==> src/rtl/dot_product_16.sv <==
// Dot-product sequencer: issues P_LEN operand pairs one at a time to a shared
// pipelined multiplier, accumulates the returned products, emits a saturated Q1.15 sum.
module dot_product_16 #(
  parameter int P_LEN = 64,
  parameter int P_AW  = 22
) (
  input  logic        I_CLK,
  input  logic        I_RST_N,
  input  logic        I_START,
  input  logic        I_A_VLD,
  input  logic [15:0] I_A,
  input  logic [15:0] I_B,
  output logic        O_A_RDY,
  output logic        O_MUL_VLD,
  output logic [15:0] O_MUL_M1,
  output logic [15:0] O_MUL_M2,
  input  logic        I_MUL_VLD,
  input  logic [15:0] I_MUL_PRODUCT,
  output logic        O_VLD,
  output logic [15:0] O_SUM,
  output logic        O_OVF,
  output logic        O_BUSY
);

  localparam int CW = $clog2(P_LEN) + 1;
  localparam logic signed [P_AW-1:0] SAT_MAX = P_AW'(32767);
  localparam logic signed [P_AW-1:0] SAT_MIN = P_AW'(-32768);

  typedef enum logic [1:0] {S_IDLE, S_FETCH, S_WAIT} state_t;

  state_t                 state_q, state_d;
  logic signed [P_AW-1:0] acc_q, acc_d;
  logic [CW-1:0]          cnt_q, cnt_d;
  logic [15:0]            m1_q, m1_d, m2_q, m2_d;
  logic                   mvld_q, mvld_d;
  logic                   vld_q, vld_d;
  logic [15:0]            sum_q, sum_d;
  logic                   ovf_q, ovf_d;

  logic signed [P_AW-1:0] prod_ext;
  logic signed [P_AW-1:0] full;
  logic                   last;

  // Accumulator is wide enough that full never wraps; clamp only on publish.
  assign prod_ext = $signed({{(P_AW-16){I_MUL_PRODUCT[15]}}, I_MUL_PRODUCT});
  assign full     = acc_q + prod_ext;
  assign last     = (cnt_q == CW'(P_LEN - 1));

  always_ff @(posedge I_CLK or negedge I_RST_N) begin
    if (!I_RST_N) begin
      state_q <= S_IDLE;
      acc_q   <= '0;
      cnt_q   <= '0;
      m1_q    <= '0;
      m2_q    <= '0;
      mvld_q  <= 1'b0;
      vld_q   <= 1'b0;
      sum_q   <= '0;
      ovf_q   <= 1'b0;
    end else begin
      state_q <= state_d;
      acc_q   <= acc_d;
      cnt_q   <= cnt_d;
      m1_q    <= m1_d;
      m2_q    <= m2_d;
      mvld_q  <= mvld_d;
      vld_q   <= vld_d;
      sum_q   <= sum_d;
      ovf_q   <= ovf_d;
    end
  end

  always_comb begin
    state_d = state_q;
    acc_d   = acc_q;
    cnt_d   = cnt_q;
    m1_d    = m1_q;
    m2_d    = m2_q;
    mvld_d  = 1'b0;
    vld_d   = 1'b0;
    sum_d   = sum_q;
    ovf_d   = ovf_q;
    case (state_q)
      S_IDLE: begin
        if (I_START) begin
          acc_d   = '0;
          cnt_d   = '0;
          state_d = S_FETCH;
        end
      end
      S_FETCH: begin
        if (I_A_VLD) begin
          m1_d    = I_A;
          m2_d    = I_B;
          mvld_d  = 1'b1;
          state_d = S_WAIT;
        end
      end
      S_WAIT: begin
        // Product arrival is the only trusted event; latency is not assumed.
        if (I_MUL_VLD) begin
          acc_d = full;
          cnt_d = cnt_q + CW'(1);
          if (last) begin
            state_d = S_IDLE;
            vld_d   = 1'b1;
            if (full > SAT_MAX) begin
              sum_d = 16'h7FFF;
              ovf_d = 1'b1;
            end else if (full < SAT_MIN) begin
              sum_d = 16'h8000;
              ovf_d = 1'b1;
            end else begin
              sum_d = full[15:0];
              ovf_d = 1'b0;
            end
          end else begin
            state_d = S_FETCH;
          end
        end
      end
      default: state_d = S_IDLE;
    endcase
  end

  assign O_A_RDY   = (state_q == S_FETCH);
  assign O_BUSY    = (state_q != S_IDLE);
  assign O_MUL_VLD = mvld_q;
  assign O_MUL_M1  = m1_q;
  assign O_MUL_M2  = m2_q;
  assign O_VLD     = vld_q;
  assign O_SUM     = sum_q;
  assign O_OVF     = ovf_q;

endmodule

==> config.mk <==
export PLATFORM = sky130hd
export DESIGN_NAME = dot_product_16
export DESIGN_NICKNAME = d
export VERILOG_FILES = /design/src/rtl/dot_product_16.sv
export SDC_FILE = /design/constraint.sdc
export NUM_CORES = 1
export LEC_CHECK = 0
export ABC_AREA = 1
export ABC_CLOCK_PERIOD_IN_PS = 2100
export BUFFER_PORTS_ARGS = -buffer_cell sky130_fd_sc_hd__buf_2
export CORE_ASPECT_RATIO = 0.7
export CORE_MARGIN = 2
export CORE_UTILIZATION = 50
export CTS_CLUSTER_DIAMETER = 30
export DETAILED_ROUTE_END_ITERATION = 6
export MAX_ROUTING_LAYER = met4
export PLACE_DENSITY = 0.75
export SYNTH_ARGS = -nofsm -noshare
export SYNTH_HDL_FRONTEND = slang
export SYNTH_SLANG_ARGS = --single-unit
==> constraint.sdc <==
create_clock -name I_CLK -period 2.1 [get_ports I_CLK]
set_input_delay 0.315 -clock I_CLK [delete_from_list [all_inputs] [get_ports I_CLK]]
set_output_delay 0.315 -clock I_CLK [all_outputs]
set_load 0.01 [all_outputs]
# After elaboration in Yosys (flattened, before gate mapping)
# Index checks and enable logic that the tools add are counted.
[word_totals]
out_inout_bits = 53
reg_bits = 82
input_bits = 53
wordCells = 46
[classes]
reduce_logical = 7
mux = 20
addsub = 2
n_lt_le_gt_ge = 2
n_eq_ne = 6
[ops]
columns = ["cell", "n"]
rows = [
  ["2-to-1 mux 22 bit", 2],
  ["one-hot mux 22 bit (2 select lines)", 1],
  ["2-to-1 mux 16 bit", 2],
  ["adder 22 x 16 -> 22 bit", 1],
  ["> comparator 22 x 16 -> 1 bit, second input constant", 1],
  ["< comparator 22 x 16 -> 1 bit, second input constant", 1],
  ["2-to-1 mux 7 bit", 2],
  ["one-hot mux 7 bit (2 select lines)", 1],
  ["AND reduction 3 bit", 3],
  ["2-to-1 mux 1 bit", 8],
  ["adder 7 x 1 -> 7 bit, second input constant", 1],
  ["== test 7 x 6 -> 1 bit, second input constant", 1],
  ["2-to-1 mux 2 bit", 3],
  ["!= test 2 bit, second input constant", 3],
  ["one-hot mux 2 bit (3 select lines)", 1],
  ["nonzero test 2 bit", 2],
  ["== test 2 x 1 -> 1 bit, second input constant", 1],
  ["== test 2 bit, second input constant", 1],
  ["zero test 2 bit", 1],
  ["AND reduction 2 bit", 1],
]

# Logic depth before layout (Yosys ltp)
[depth]
ltp_word = 4
ltp_mapped = 21
depth_no_buf = 20

# Worst setup path before layout
# Ideal clock, no wire load.
[synth_path]
path_kind = "flip-flop to flip-flop"
start = "register acc_q[0]"
end = "register ovf_q, in the netlist O_OVF"
required_ps = 1984
arrival_ps = 2145
setup_ps = 116
period_less_slack_ps = 2262
stages_incl_launch_ff = 20
setup_slack_ps = -162
path_buffers = 1
cell_sequence = "dfrtp_1 > ha_1 > inv_1 > fa_1 > inv_1 > nand2_1 > nand2_1 > and2_1 > nand3b_4 > nand3_1 > nand2_1 > nand2_1 > inv_2 > nor2_1 > nand2_1 > nand2_4 > buf_12 > nand2_1 > nand2_1 > nand2_1"
[synth_between]
elab_chain_len = 4
word_cells_on_any_way = 5
cone_classes = "add/sub (1); order compare (2); mux (2)"
[synth_lines]
columns = ["element", "line_no", "rtl"]
rows = [
  ["start: declaration", "32", "logic signed [P_AW-1:0] acc_q, acc_d;"],
  ["start signal: assignment", "52", "acc_q <= '0;"],
  ["start signal: assignment", "62", "acc_q <= acc_d;"],
  ["adder 22 x 16 -> 22 bit *", "46", "assign full = acc_q + prod_ext;"],
  ["< comparator 22 x 16 -> 1 bit", "110", "end else if (full < SAT_MIN) begin"],
  ["2-to-1 mux 1 bit", "110", ""],
  ["2-to-1 mux 1 bit *", "107", "if (full > SAT_MAX) begin"],
  ["end signal: assignment", "69", "ovf_q <= ovf_d;"],
  ["end: declaration", "38", "logic ovf_q, ovf_d;"],
]
# Mark *: on every way between the ends. The rest lies on a longest branch, timed or not.
# A chain may end at the register's enable or synchronous reset.

# Worst setup path after layout
[layout_path]
start = "register acc_q[0]"
end = "register sum_q[6], in the netlist O_SUM[6]"
[layout_between]
elab_chain_len = 4
word_cells_on_any_way = 5
cone_classes = "add/sub (1); order compare (2); mux (2)"
[layout_lines]
columns = ["element", "line_no", "rtl"]
rows = [
  ["adder 22 x 16 -> 22 bit *", "46", ""],
  ["< comparator 22 x 16 -> 1 bit", "110", ""],
  ["2-to-1 mux 16 bit", "110", ""],
  ["2-to-1 mux 16 bit *", "107", ""],
  ["end signal: assignment", "68", "sum_q <= sum_d;"],
  ["end: declaration", "37", "logic [15:0] sum_q, sum_d;"],
]
# Marked as above.

==> qor.yml <==
floorplan:
  core_sq_um: 9180
  dieWidth_um: 121
  start_util: 0.520
  die-height_um: 85.7
  io_pins: 106
  num_rows: 29
  die-area_sq_um: 10400
detailed_routing:
  dr.first_iter.drc_count: 308
  drtPass1Iterations: 5
  wire_per_inst_um: 14.9
  vias_per_cell: 5.12
  totalWireLength_mm: 14.0
  vias: 4802
  dr_wl_met2_mm: 6.59
  m1WireLength_mm: 6.36
  top_layer_used: "met4"
  drc: 0
  ant_nets: 0
  dr_wl_met3_um: 708
power:
  p_per_area_nw_per_um2: 1470
  ir_drop_mv: 0.796
  p_leak_nw: 3.78
hold_path:
  hold_class: "primary input to flop"
worst_setup_path:
  worstPathRequired_ns: 2.33
  crit_path_end_kind: "flop"
  worstRegToRegCells: 16
  arrival_ns: 2.61
  cp-start-kind: "flop"
  r2r_end: "O_SUM[6]"
  r2r_slack_ns: -0.28
  rr_startpoint: "acc_q[0]"
  path_class: "flop to flop"
  path_max_fanout: 8
  cp-startpoint: "acc_q[0]"
  worstSetupEndpoint: "O_SUM[6]"
cts:
  clk_path_buf_depth: 2
  cts_root_buf: "clkbuf_16"
  clock_sinks: 82
  h-tree-depth: 3
  path_clk_slew_ns: 0.06
  tritoncts: "yes"
  clock_latency_ns: 0.34
  cts_buffers: 9
yosys:
  synth_top_family_by_area: "simple AND/OR/NAND/NOR gates"
  ys_seq_elements: 82
  syn_area_per_cell_sq_um: 7.56
  syn_nets: 707
  synth_cell_types: 39
  ys.flop_type: "dfrtp_1"
  syn_area_sq_um: 4770
  synthSimpleGateAreaFrac: 0.327
  synth_xor_area_frac: 0.0239
  postSynthCellCount: 631
  ys.warnings.count: 0
  synthMuxAreaShare: 0
  async_reset_ff_frac: 1.00
  synth_edf_count: 0
  synth-compound-area-share: 0.0850
  synthAdderAreaFrac: 0.0619
  seq_area_frac_synth: 0.430
sta:
  period_needed_ns: 2.38
  layout_setup_ws_ns: -0.282
  post-route-period-util: 1.13
  clock_skew_ns: 0.00460
  slew_headroom: 0.689
  tns_ns: -4.32
  setup_viol_count_final: 19
  tightest_slew_ns: 0.467
  clock.fmax_ghz: 0.420
  final_hold_viol_count: 0
  grt_setup_unrepaired: "true"
  slew_violations: 0
layout:
  area_growth_pct: 42.8
  fin_area_sq_um: 6810
  ff_latch_area_sq_um: 2050
  multi_input_area_sq_um: 2900
  n_fill_cell: 673
  nNetsFinal: 885
  n_antenna_cell: 0
  drive_gt1_frac: 0.382
  final_cells: 938
placement:
  dpl.cell_count: 905
  dp_worst_setup_slack_ns: -0.434
  dp_hpwl_mm: 9.33
  gp_congestion: 0.913
  dpl_cell_area_sq_um: 5830
  numPortBuffers: 105
status:
  violations: "negative setup slack"
  status: "complete, but fails checks"
global_routing:
  grt_max_degree: 36
  first_global_vias: 4747
  antenna_found_initial: 0
  gr-total-overflow: 0
  grt_pass1_wl_mm: 22.2
  grt.total_usage: 0.281
flow_run:
  drv_cap: 0
-- logic make-up (layout without fill, tap and decap cells) --
logic type,after synthesis,in the layout
and+or+nand+nor,366,368
buffers and inverters,83,264
DFF,82,82
AOI/OAI and AO/OA,64,64
adders and majority gates,23,23
xor gates and xnor gates,13,13
-- worst max-delay path: stages (launching register included) --
cell and delay [ns]:
dfrtp_1 0.40, ha_4 0.16, inv_2 0.03, fa_2 0.35, inv_4 0.10, nand3_1 0.10
nand3_2 0.12, nand2_2 0.08, nand2_2 0.06, nand2_2 0.06, and2_4 0.16, nor2_4 0.14
nand3_4 0.17, nand2_8 0.15, nand2_4 0.06, nand2_2 0.06, nand2_2 0.05
-- synth_stat cells (2+ instances only) --
cell type,n,area share
inv_1,64,0.050
buf_1,3,0.0024
nand2_4,2,0.0047
a21oi_1,27,0.028
and2_1,2,0.0026
nand3b_1,2,0.0031
xnor2_1,6,0.011
nand3_1,15,0.016
nand3_2,3,0.0063
clkbuf_1,7,0.0055
o21ai_0,11,0.012
nor3_1,3,0.0031
nor2_2,6,0.0079
xor2_1,7,0.013
nor2_1,26,0.020
o21bai_1,5,0.0079
nand4_1,5,0.0066
ha_1,22,0.058
dfrtp_1,82,0.43
nand2_1,277,0.22
nand2_2,18,0.024
inv_2,6,0.0047
a22o_1,16,0.029
-- metal layers --
layer / up-vias / GRT usage
met4: 0 / 0.0899
met2: 150 / 0.439
met1: 2291 / 0.373
met3: 31 / 0.0572
met5: - / -
li1: 2330 / -
-- how the worst min path moves through the flow --
stage               startpoint           to  depth (start not counted)
floorplan              I_RST_N  O_MUL_M1[0]                          0
global placement       I_RST_N    acc_q[14]                          1
CTS                    I_A_VLD   state_q[0]                          2
global route            I_A[2]  O_MUL_M1[2]                          3
detailed placement     I_RST_N    acc_q[12]                          1
finish                 I_A_VLD   state_q[0]                          2
-- stage by stage --
step | total power, W | util | hold slack (ns)
after floorplan | 0.00528 | - | 0.0194
after global placement | 0.00676 | 0.635 | 0.292
after detailed placement | 0.00689 | 0.635 | 0.297
after CTS | 0.00926 | 0.710 | 0.155
after global routing | 0.0107 | 0.742 | 0.172
final | 0.0100 | 0.742 | 0.163
-- state kept, by name (all words and copies together), names as in the netlist --
signal / flops
cnt_q: 7
O_MUL_VLD: 1
acc_q: 22
state_q: 2
O_SUM: 16
O_OVF: 1
O_VLD: 1
O_MUL_M1: 16
O_MUL_M2: 16
-- repair_timing --
item	4_1_cts	5_1_grt
endpoints found under the hold margin	33	0
buffers inserted	7	8
hold buffers	1	0
pin swaps	18	28
gates resized for setup	42	58
gates cloned	2	0
endpoints found under the setup margin	19	26
-- cell type report --
class / count / area share
clock inverter: 7 / 0.0134
sequential: 82 / 0.301
tap: 124 / 0.0228
multi-input combinational: 468 / 0.426
clock buffer: 9 / 0.0331
timing repair buffer: 178 / 0.164
inverter: 70 / 0.0393
-- report_power, final --
| group | internal (W) | switching, W | total [W] |
|---|---|---|---|
| Clock | 0.00104 | 0.000635 | 0.00167 |
| Sequential | 0.00210 | 0.000377 | 0.00248 |
| Combinational | 0.00259 | 0.00328 | 0.00587 |
-- layout by cell type (no fill, tap or decap), types with 7 or more instances in the layout --
cell type  netlist  final
a21oi_1         27     21
a22o_1          16     16
buf_2            0    104
buf_4            1     67
clkbuf_16        0      9
dfrtp_1         82     82
ha_4             0     18
inv_1           64     61
inv_2            6      7
nand2_1        277    247
nand2_2         18     41
nand2_4          2      7
nand3_1         15     11
nor2_1          26     18
nor2_2           6      9
o21ai_0         11     10
(Power assumes the default switching activity.)
